`src/rtl/data_mem_ws.sv`:
```
// Data memory with configurable wait states, RV32 sub-word loads/stores and error detection.
// Latency: response LATENCY+1 cycles after acceptance; busy (req_ready low) until the response cycle ends.
module data_mem_ws #(
    parameter int DEPTH   = 128,
    parameter int LATENCY = 2
) (
    input  logic        clk,
    input  logic        rst,
    input  logic        req_valid,
    output logic        req_ready,
    input  logic        req_write,
    input  logic [31:0] req_addr,
    input  logic [31:0] req_wdata,
    input  logic [1:0]  req_size,
    input  logic        req_unsigned,
    output logic        resp_valid,
    output logic [31:0] resp_rdata,
    output logic        resp_err
);

    localparam int AW = (DEPTH > 1) ? $clog2(DEPTH) : 1;

    typedef enum logic [1:0] {IDLE, WAIT, RESP} state_t;

    function automatic logic [DEPTH-1:0][31:0] init_mem();
        for (int i = 0; i < DEPTH; i++) begin
            init_mem[i] = 32'(i);
        end
    endfunction

    logic [DEPTH-1:0][31:0] mem = init_mem();

    state_t      state, state_nxt;
    logic [3:0]  cnt, cnt_nxt;

    logic        cap_write;
    logic [31:0] cap_addr;
    logic [31:0] cap_wdata;
    logic [1:0]  cap_size;
    logic        cap_unsigned;

    logic        acc_write;
    logic [31:0] acc_addr;
    logic [31:0] acc_wdata;
    logic [1:0]  acc_size;
    logic        acc_unsigned;
    logic        acc_err;
    logic [AW-1:0] word_idx;
    logic [31:0] rd_word, wr_word, load_val;
    logic [7:0]  byte_v;
    logic [15:0] half_v;

    // With LATENCY = 0 the access happens on the acceptance edge, before capture, so use live inputs in IDLE.
    always_comb begin
        acc_write    = cap_write;
        acc_addr     = cap_addr;
        acc_wdata    = cap_wdata;
        acc_size     = cap_size;
        acc_unsigned = cap_unsigned;
        if (state == IDLE) begin
            acc_write    = req_write;
            acc_addr     = req_addr;
            acc_wdata    = req_wdata;
            acc_size     = req_size;
            acc_unsigned = req_unsigned;
        end
    end

    always_comb begin
        acc_err = (acc_size == 2'b11)
                | ((acc_size == 2'b01) && acc_addr[0])
                | ((acc_size == 2'b10) && (acc_addr[1:0] != 2'b00))
                | ({2'b00, acc_addr[31:2]} >= 32'(DEPTH));
    end

    assign word_idx = acc_addr[AW+1:2];
    assign rd_word  = mem[word_idx];
    assign byte_v   = rd_word[{acc_addr[1:0], 3'b000} +: 8];
    assign half_v   = rd_word[{acc_addr[1], 4'b0000} +: 16];

    always_comb begin
        load_val = rd_word;
        wr_word  = rd_word;
        case (acc_size)
            2'b00: begin
                load_val = acc_unsigned ? {24'b0, byte_v} : {{24{byte_v[7]}}, byte_v};
                wr_word[{acc_addr[1:0], 3'b000} +: 8] = acc_wdata[7:0];
            end
            2'b01: begin
                load_val = acc_unsigned ? {16'b0, half_v} : {{16{half_v[15]}}, half_v};
                wr_word[{acc_addr[1], 4'b0000} +: 16] = acc_wdata[15:0];
            end
            default: begin
                load_val = rd_word;
                wr_word  = acc_wdata;
            end
        endcase
    end

    always_comb begin
        state_nxt = state;
        cnt_nxt   = cnt;
        case (state)
            IDLE: begin
                if (req_valid) begin
                    cnt_nxt   = 4'(LATENCY);
                    state_nxt = (LATENCY > 0) ? WAIT : RESP;
                end
            end
            WAIT: begin
                cnt_nxt = cnt - 4'd1;
                if (cnt == 4'd1) begin
                    state_nxt = RESP;
                end
            end
            RESP: begin
                state_nxt = IDLE;
            end
            default: begin
                state_nxt = IDLE;
            end
        endcase
    end

    // The array sits outside the reset branch: reset never clears it, and a held reset blocks any commit.
    always_ff @(posedge clk or posedge rst) begin
        if (rst) begin
            state        <= IDLE;
            cnt          <= 4'd0;
            cap_write    <= 1'b0;
            cap_addr     <= 32'd0;
            cap_wdata    <= 32'd0;
            cap_size     <= 2'b00;
            cap_unsigned <= 1'b0;
            resp_rdata   <= 32'd0;
            resp_err     <= 1'b0;
        end else begin
            state <= state_nxt;
            cnt   <= cnt_nxt;
            if (state == IDLE && req_valid) begin
                cap_write    <= req_write;
                cap_addr     <= req_addr;
                cap_wdata    <= req_wdata;
                cap_size     <= req_size;
                cap_unsigned <= req_unsigned;
            end
            if (state_nxt == RESP) begin
                resp_err   <= acc_err;
                resp_rdata <= (acc_err || acc_write) ? 32'd0 : load_val;
                if (acc_write && !acc_err) begin
                    mem[word_idx] <= wr_word;
                end
            end
        end
    end

    assign req_ready  = (state == IDLE);
    assign resp_valid = (state == RESP);

endmodule

```
`config.mk`:
```
export PLATFORM = sky130hd
export DESIGN_NAME = data_mem_ws
export DESIGN_NICKNAME = d
export VERILOG_FILES = /design/src/rtl/data_mem_ws.sv
export SDC_FILE = /design/constraint.sdc
export NUM_CORES = 2
export LEC_CHECK = 0
export ABC_AREA = 1
export CORE_MARGIN = 1.5
export CORE_UTILIZATION = 55
export DETAILED_ROUTE_END_ITERATION = 10
export PLACE_DENSITY = 0.75
export SLEW_MARGIN = 40
export SYNTH_ARGS = -nofsm -noshare
export SYNTH_HDL_FRONTEND = slang
export SYNTH_SLANG_ARGS = --single-unit
```
`constraint.sdc`:
```
create_clock -name clk -period 13.4 [get_ports clk]
set_clock_uncertainty 0.05 [all_clocks]
set_input_delay 1.34 -clock clk [delete_from_list [all_inputs] [get_ports clk]]
set_output_delay 1.34 -clock clk [all_outputs]
set_load 0.01 [all_outputs]
```
==> out/results.tsv <==
stage	metric	value	unit
outcome	outcome	complete, no violations	
place	dp_hpwl	306700	microns
floorplan	die_area	310900	sq um
sta	tightest_slew	1.081	ns
worst_setup_path	path_max_fanout	174	
clock_tree	clockRootBuffer	clkbuf_16	
worst_hold_path	whs_path_depth	2	
place	gp_congestion	1.034	
yosys	yosysUniqueCellTypes	42	
run	drv_cap	0	
routing	firstDrtPassIters	9	
global_route	grt_pass1_wl	781700	microns
yosys	synth.largest_area_cell	edfxtp_1	
worst_setup_path	crit_chain	inv_1, nand2_2, nand2_2, nand2_8, buf_12, buf_12, o21ai_0, nand2_1, nand2_1, nand2_1, nand2_1, nand2_1, nand2_1, nor2_1, nor2_1, nor2_1, nand2_1, a21oi_1, o21ai_0, o211ai_1, buf_4, buf_4	
worst_setup_path	path_buf_inv	5	
yosys	ys.flop_type	edfxtp_1	
yosys	yosysSeqAreaShare	74.29	%
sta	post-route-period-util	62.37	%
clock_tree	cts_buffers	412	
clock_tree	cts_setup_buffers	0	
routing	vias_per_cell	6.251	
clock_tree	clk_path_buf_depth	4	
sta	finalSetupTns	0	ns
sta	hold_viol	0	
worst_setup_path	crit_path_end_kind	flop	
global_route	grt_max_degree	208	
floorplan	initial_utilization	55.32	%
floorplan	die-height	557.6	microns
worst_setup_path	critPathMaxStageDelay	0.84	ns
global_route	antenna_found_initial	47	
sta	rsz0062_at_grt	no	
yosys	synthTopCellsByCount	edfxtp_1, nand2_1, nor2_1, o21ai_0, inv_1	
yosys	synth_seq_cells	4203	
clock_tree	cts.repair.resized	0	
yosys	postSynthCellCount	14380	
cells_and_area	drive_gt1_share	7.677	%
yosys	syn_avg_cell_area	11.76	sq um
yosys	yosysWarnings	0	
floorplan	dieWidth	557.6	microns
clock_tree	path_clk_slew	0.07	ns
global_route	grt_pass1_vias	111300	
floorplan	core	305800	sq um
yosys	synth_nets	14460	
global_route	grtUsageTotal	35.21	%
routing	detail-route-antenna-nets	0	
cells_and_area	area_growth	12.03	%
clock_tree	insertion_delay	1.01	ns
worst_setup_path	arrival	8.97	ns
worst_setup_path	r2r_cells	22	
clock_tree	cts-htree-levels	5	
place	io_buffers	105	
yosys	synth_async_sr_flop_share	2.546	%
yosys	synth_area_leaders	edfxtp_1, nand2_1, nor2_1	
worst_setup_path	path_class	reg -> reg	
sta	drv_slew	0	
sta	max_clock_freq	119.7	MHz
routing	wl_per_cell	29.19	microns
clock_tree	holdBufCountCts	0	
worst_setup_path	critPathTopFamily	simple AND/OR/NAND/NOR gates	
floorplan	rows	203	
worst_setup_path	cp_common_cell	nand2_1	
floorplan	ios	106	
yosys	synthDominantCellAreaShare	72.71	%
yosys	synth_edf_count	4096	
routing	drc	0	
sta	setup_violations	0	
yosys	yosysMostFrequentCell	edfxtp_1	
clock_tree	cts.sinks	4203	
global_route	gr-total-overflow	0	
worst_setup_path	critPathRequiredTime	14.01	ns
worst_setup_path	crit_slowest_cell	nor2_1	
worst_hold_path	hold_class	reg -> reg	
worst_setup_path	crit_path_start_kind	flop	
cells_and_area	fill_cells	22310	
worst_setup_path	cp_num_cells	22	
cells_and_area	layout.nets	14570	
sta	finalCriticalPeriod	8.357	ns
sta	relSlewSlack	27.69	%
routing	first_iter_violations	19860	
clock_tree	cts_tree	done	
routing	num_vias	118500	
yosys	syn-cell-area	169200	sq um
routing	drt-total-wl	553300	microns
## sequential cells by signal, indices dropped and copies added (netlist names)
| signal | cells |
|---|---|
| cap_write | 1 |
| cap_wdata | 32 |
| state | 2 |
| resp_rdata | 32 |
| cap_addr | 32 |
| cap_unsigned | 1 |
| cap_size | 2 |
| resp_err | 1 |
| cnt | 4 |
| mem | 4096 |
## kinds of logic (layout without fill, tap and decap cells)
| family | count (synthesis) | after routing | share of synthesized area (%) |
|---|---|---|---|
| AO/OA/AOI/OAI | 1736 | 1736 | 5.807 |
| XOR/XNOR | 1 | 1 | 0.005178 |
| adder cells (fa/ha/maj) | 7 | 7 | 0.05177 |
| buffers and inverters | 1327 | 1782 | 3.460 |
| flip-flops | 4203 | 4203 | 74.29 |
| other | 0 | 20 | 0 |
| AND/OR/NAND/NOR | 7107 | 7107 | 16.39 |
## tightest hold or removal path, cell delays in order, from the launching register on
cell	delay [ns]
dfrtp_1	0.35
nand2_1	0.05
nand2_1	0.05
## final cells by class
type | count | area, sq um | area share (%)
Inverter | 582 | 2188 | 1.155
Antenna cell | 20 | 50.05 | 0.02641
Multi-Input combinational cell | 8851 | 39150 | 20.66
Clock buffer | 513 | 10890 | 5.745
Tap cell | 4100 | 5130 | 2.707
Sequential cell | 4203 | 125700 | 66.31
Clock inverter | 245 | 2246 | 1.185
Timing Repair Buffer | 442 | 4192 | 2.212
## through the flow
step	setup WS [ns]	cell area, sq um	std cells	hold WS (ns)	utilization (%)
after detailed placement	4.678	176100	18170	0.4179	57.58
after global routing	4.735	189500	18940	0.4436	61.96
after CTS	5.324	189200	18930	0.4326	61.88
final	5.043	189500	18960	0.4328	61.97
after floorplan	0.3058	169200	14380	0.3979	-
after global placement	4.648	175900	18170	0.4117	57.53
## final timing paths
check                                           from                        end  slack, ns
hold / removal             resp_rdata[0]$_DFFE_PP0N_  resp_rdata[0]$_DFFE_PP0N_       0.43
max in group asynchronous                        rst    cap_addr[2]$_DFFE_PP0P_      11.60
min in group asynchronous                        rst  resp_rdata[1]$_DFFE_PP0N_       0.62
setup reg to reg                  state[1]$_DFF_PP0_        mem[1679]$_DFFE_PP_       5.04
setup / recovery                  state[1]$_DFF_PP0_        mem[1679]$_DFFE_PP_       5.04
hold reg to reg            resp_rdata[0]$_DFFE_PP0N_  resp_rdata[0]$_DFFE_PP0N_       0.43
## layer usage
metal,routed length [microns],global-route usage (%),share of wire [%],vias up
met5,310,0.2007,0.056,-
met4,45750,23.59,8.3,30
met3,84530,10.04,15,2268
met2,240400,52.47,43,10090
met1,182300,45.10,33,56380
li1,-,-,-,49720
## cell usage in the layout, fill, tap and decap left out, types with 10 or more instances in the layout
cell type        instances
clkbuf_16              419
o22ai_1                406
clkinv_2                81
nand4_1                104
nor2_1                2861
o22a_1                 135
o21ai_0                949
buf_4                  271
nor2_4                 139
o211ai_1                28
or2_2                   14
clkinvlp_4              15
buf_6                   28
clkinv_1                98
nand2_1               3565
nand3_4                 20
edfxtp_1              4096
buf_12                  34
diode_2                 20
nor4_1                  10
nand3b_1                44
nand2_8                 12
nor3_1                  38
dfrtp_1                107
nand2_2                 12
clkdlybuf4s50_1        105
clkbuf_1                89
o21ai_1                116
bufinv_16               32
nand3_1                266
a21oi_1                 81
inv_1                  569
Power is not shown: default switching activity piles up to over one toggle a cycle in this logic, so the estimate is an artifact.
